### src/rtl/apb_i2c_pkg.sv
// rtl/apb_i2c_pkg.sv - shared widths, defaults and state encoding for the APB-to-I2C bridge
package apb_i2c_pkg;

  localparam int ADDR_W                 = 8;
  localparam int DATA_W                 = 8;
  localparam int TIMEOUT_CYCLES_DEFAULT = 4096;

  typedef enum logic [1:0] {
    IDLE,
    ISSUE,
    WAIT,
    RESP
  } bridge_state_e;

endpackage

### src/rtl/bridge_timeout.sv
// rtl/bridge_timeout.sv - saturating cycle counter that flags an I2C transfer running too long
module bridge_timeout #(
  parameter int CYCLES = 4096
) (
  input  logic clk,
  input  logic reset,
  input  logic clear,
  input  logic enable,
  output logic expired
);

  localparam int W = (CYCLES > 2) ? $clog2(CYCLES) : 1;

  logic [W-1:0] count;

  // Holds at the terminal count so expired stays asserted until cleared
  always_ff @(posedge clk) begin
    if (reset || clear) begin
      count <= '0;
    end else if (enable && !expired) begin
      count <= count + 1'b1;
    end
  end

  assign expired = (count == W'(CYCLES - 1));

endmodule

### src/rtl/apb_i2c_bridge.sv
// rtl/apb_i2c_bridge.sv - APB slave that turns each access into one request/acknowledge I2C master transfer
module apb_i2c_bridge
  import apb_i2c_pkg::*;
#(
  parameter int TIMEOUT_CYCLES = TIMEOUT_CYCLES_DEFAULT
) (
  input  logic              clk,
  input  logic              reset,
  input  logic              psel,
  input  logic              penable,
  input  logic              pwrite,
  input  logic [ADDR_W-1:0] paddr,
  input  logic [DATA_W-1:0] pwdata,
  output logic [DATA_W-1:0] prdata,
  output logic              pready,
  output logic              pslverr,
  output logic              i2c_ce,
  output logic              i2c_rden,
  output logic              i2c_wren,
  output logic [ADDR_W-1:0] i2c_addr,
  output logic [DATA_W-1:0] i2c_wdata,
  input  logic [DATA_W-1:0] i2c_rdata,
  input  logic              i2c_ready,
  input  logic              i2c_error
);

  bridge_state_e     state, state_next;
  logic [ADDR_W-1:0] addr_q;
  logic [DATA_W-1:0] wdata_q;
  logic [DATA_W-1:0] prdata_q;
  logic              write_q;
  logic              err_q;
  logic              busy;
  logic              expired;
  logic              capture;
  logic              capture_err;

  assign busy = (state == ISSUE) || (state == WAIT);

  bridge_timeout #(
    .CYCLES (TIMEOUT_CYCLES)
  ) u_timeout (
    .clk     (clk),
    .reset   (reset),
    .clear   (!busy),
    .enable  (busy),
    .expired (expired)
  );

  // ISSUE waits for a stale ready level to clear so a leftover ack is never taken as completion
  always_comb begin
    state_next  = state;
    capture     = 1'b0;
    capture_err = 1'b0;
    unique case (state)
      IDLE: begin
        if (psel && penable) state_next = ISSUE;
      end
      ISSUE: begin
        if (expired) begin
          state_next  = RESP;
          capture     = 1'b1;
          capture_err = 1'b1;
        end else if (!i2c_ready) begin
          state_next = WAIT;
        end
      end
      WAIT: begin
        if (i2c_ready) begin
          state_next  = RESP;
          capture     = 1'b1;
          capture_err = i2c_error;
        end else if (expired) begin
          state_next  = RESP;
          capture     = 1'b1;
          capture_err = 1'b1;
        end
      end
      RESP: begin
        state_next = IDLE;
      end
      default: begin
        state_next = IDLE;
      end
    endcase
  end

  always_ff @(posedge clk) begin
    if (reset) begin
      state    <= IDLE;
      addr_q   <= '0;
      wdata_q  <= '0;
      write_q  <= 1'b0;
      err_q    <= 1'b0;
      prdata_q <= '0;
    end else begin
      state <= state_next;
      if (state == IDLE && psel && penable) begin
        addr_q  <= paddr;
        wdata_q <= pwdata;
        write_q <= pwrite;
      end
      if (capture) begin
        err_q    <= capture_err;
        prdata_q <= (!write_q && !capture_err) ? i2c_rdata : '0;
      end
    end
  end

  assign i2c_ce    = busy;
  assign i2c_rden  = busy && !write_q;
  assign i2c_wren  = busy && write_q;
  assign i2c_addr  = addr_q;
  assign i2c_wdata = wdata_q;
  assign pready    = (state == RESP);
  assign pslverr   = (state == RESP) && err_q;
  assign prdata    = prdata_q;

endmodule

### config.mk
export PLATFORM = sky130hd
export DESIGN_NAME = apb_i2c_bridge
export DESIGN_NICKNAME = d
export VERILOG_FILES = /design/src/rtl/apb_i2c_pkg.sv /design/src/rtl/bridge_timeout.sv /design/src/rtl/apb_i2c_bridge.sv
export SDC_FILE = /design/constraint.sdc
export NUM_CORES = 1
export LEC_CHECK = 0
export CAP_MARGIN = 15
export CORE_MARGIN = 1
export CORE_UTILIZATION = 35
export CTS_CLUSTER_SIZE = 30
export DETAILED_ROUTE_END_ITERATION = 8
export GPL_TIMING_DRIVEN = 0
export PLACE_DENSITY = 0.72
export SETUP_SLACK_MARGIN = 0.1
export SYNTH_ARGS = -nofsm -noshare
export SYNTH_HDL_FRONTEND = slang
export SYNTH_SLANG_ARGS = --single-unit
### constraint.sdc
create_clock -name clk -period 2.2 [get_ports clk]
set_input_delay 0.44 -clock clk [delete_from_list [all_inputs] [get_ports clk]]
set_output_delay 0.44 -clock clk [all_outputs]
set_load 0.03 [all_outputs]
==> reports/results.tsv <==
metric	value	unit
cp_max_fo	7	
stdcell_count	326	
cts_buffers	5	
cpPeakStageDelay	0.38	ns
yosys.area.top_type	dfxtp_1	
finalSetupViolCount	0	
die_area	5310	sq um
switching_share	36.3	%
syn_area	1760	sq um
fmax	0.507	GHz
path_cells	inv_1, ha_4, and2_1, clkdlybuf4s15_2	
track_usage	16.5	%
maxSlewHeadroom	60.9	%
leakage	0.916	nW
n_antenna_cell	0	
dp_hpwl	2.96	mm
worst_slew_pin_slew	0.587	ns
path_clk_slew	0.07	ns
fin_tns_setup	0	ns
yosysWarnings	0	
layout.nets	295	
synthTopCellsByArea	dfxtp_1, nand2_1, a21oi_1, a22o_1, ha_1	
ys_async_sr_fraction	0	%
slowest_stage	dfxtp_1	
drt_iter0_markers	41	
synth_area_per_cell	9.11	sq um
synth-edff-count	0	
slew_violations	0	
finalCritPeriodShare	89.6	%
grt_pass1_wl	6.72	mm
routabilityCongestion	0.762	
postLayoutSetupSlackWorst	0.229	ns
drive_above_1_share	9.27	%
boundaryPins	60	
clock_path_buffers	2	
htree_num_levels	2	
fp.dieH	72.9	um
path_class	reg -> out	
clock_latency	0.29	ns
syn-num-nets	229	
p_int	0.00130	W
synth_cells	193	
grt_pass1_vias	1446	
p_switching	0.000743	W
detail_route.vias_per_cell	4.88	
synth_top_area_share	45.6	%
endpoint_kind	output port	
p_clk_share	22.8	%
crit_buf_inv	2	
synth_cell_types	39	
grt_start_max_net_pins	13	
grt-ovfl-total	0	
critical-path-top-delay-family	buffers and inverters	
antenna_found_initial	0	
num_rows	25	
maxCapViolations	0	
portBuffers	59	
final_area	2530	sq um
clockRootBuffer	clkbuf_8	
hold_path_class	reg -> reg	
hold_viol	0	
fin_crit	1.97	ns
dp.cells	319	
critPathRequiredTime	1.76	ns
total_power	0.00205	W
synth_ff_type	dfxtp_1	
drc_errors	0	
firstDrtPassIters	4	
clock_skew	0.00679	ns
rsz0062_at_grt	yes	
die_w	72.9	um
mostFrequentLayoutCells	clkdlybuf4s50_1, nand2_1, dfxtp_1	
place_area	2430	sq um
ir_drop	0.485	mV
routed_wl	4.13	mm
pwr-share-comb	36.7	%
n_fill_cell	439	
core_area	4790	sq um
synthToLayoutAreaGrowth	43.8	%
status	completed	
ant_nets	0	
synth-seq-area-share	45.6	%
power_per_cell_area	810	nW/um^2
cp-start-kind	flip-flop	
crit_arrival	1.53	ns
sequentialPowerShare	40.6	%
post-place-ws	-0.0362	ns
cts_tree	done	
clkSinkCount	40	
layout_commonest_cell	clkdlybuf4s50_1	
initial_core_util	36.7	%
vias	1590	
synth_seq_cells	40	
wl_per_cell	12.7	um
## metrics by stage
step	util (%)	hold slack, ns
after global placement	50.8	0.441
after floorplan	-	0.484
after detailed placement	50.8	0.447
after CTS	52.5	0.458
after global routing	52.8	0.482
final	52.8	0.454
## cells by family (layout without fill, tap and decap cells)
| family | after synthesis | after routing | synth area share [%] |
|---|---|---|---|
| simple gates | 76 | 76 | 22.3 |
| buf+inv | 15 | 81 | 4.27 |
| xor+xnor | 2 | 2 | 0.997 |
| mux | 3 | 3 | 1.71 |
| fa+ha+maj | 5 | 5 | 3.56 |
| flops | 40 | 40 | 45.6 |
| compound gates | 52 | 52 | 21.6 |
## state kept, by name, summed over array words and instances (netlist names)
register,flops
prdata,8
u_timeout.count,12
i2c_wdata,8
state,2
err_q,1
write_q,1
i2c_addr,8
## power by group through the flow
stage	Clock, W	Combinational (W)	Sequential, W
after CTS	0.000488	0.000724	0.000830
after global routing	0.000518	0.000812	0.000840
after detailed placement	0	0.000736	0.000846
after global placement	0	0.000729	0.000844
final	0.000466	0.000750	0.000831
after floorplan	0	0.000406	0.000905
## worst register-to-register path: stages, from the launching register on
cell	delay (ns)
dfxtp_1	0.38
inv_1	0.12
ha_4	0.32
nand2_1	0.06
or2_0	0.22
buf_2	0.16
or4_1	0.46
a21oi_1	0.17
## Yosys cell counts (3+ instances only)
cell and instances:
a211oi_1 4, a21oi_1 24, a22o_1 8, clkbuf_1 5
dfxtp_1 40, ha_1 5, inv_1 7, mux2i_1 3
nand2_1 40, nand3_1 3, nor2_1 12, o21ai_0 4
or4_1 3
## layer usage
layer	GRT usage [%]	up-vias	routed length [um]	part of all wire, %
met5	0	-	0	0
met4	7.19	0	44	1.1
met3	6.91	4	344	8.3
met2	24.9	43	1810	44
met1	20.6	727	1920	47
li1	-	816	-	-
## path summary, 6_finish.rpt
| kind | start | endpoint | slack, ns | depth (start not counted) |
|---|---|---|---|---|
| worst max-delay path | state[0]$_SDFFE_PP0P_ | i2c_wren | 0.23 | 4 |
| worst min-delay path | i2c_wdata[0]$_SDFFE_PP0P_ | i2c_wdata[0]$_SDFFE_PP0P_ | 0.45 | 2 |
| worst max register to register | state[0]$_SDFFE_PP0P_ | u_timeout.count[9]$_SDFFE_PP0P_ | 0.24 | 7 |
| worst min register to register | i2c_wdata[0]$_SDFFE_PP0P_ | i2c_wdata[0]$_SDFFE_PP0P_ | 0.45 | 2 |
## repair_timing
item	4_1_cts	5_1_grt
endpoints found under the setup margin	11	12
hold buffers	0	0
resized for setup	11	2
cloned	0	0
buffers inserted	0	0
hold endpoints to repair	0	0
pin swaps	1	0
## layout make-up
| cell class | instances | area [sq um] | area share (%) |
|---|---|---|---|
| multi-input combinational | 138 | 898 | 35.5 |
| sequential | 40 | 801 | 31.7 |
| timing repair buffer | 59 | 588 | 23.3 |
| tap | 67 | 83.8 | 3.32 |
| clock buffer | 5 | 68.8 | 2.72 |
| buffer | 8 | 48.8 | 1.93 |
| inverter | 7 | 26.3 | 1.04 |
| clock inverter | 2 | 12.5 | 0.495 |
Note: power is estimated with default switching activity, not from simulation.
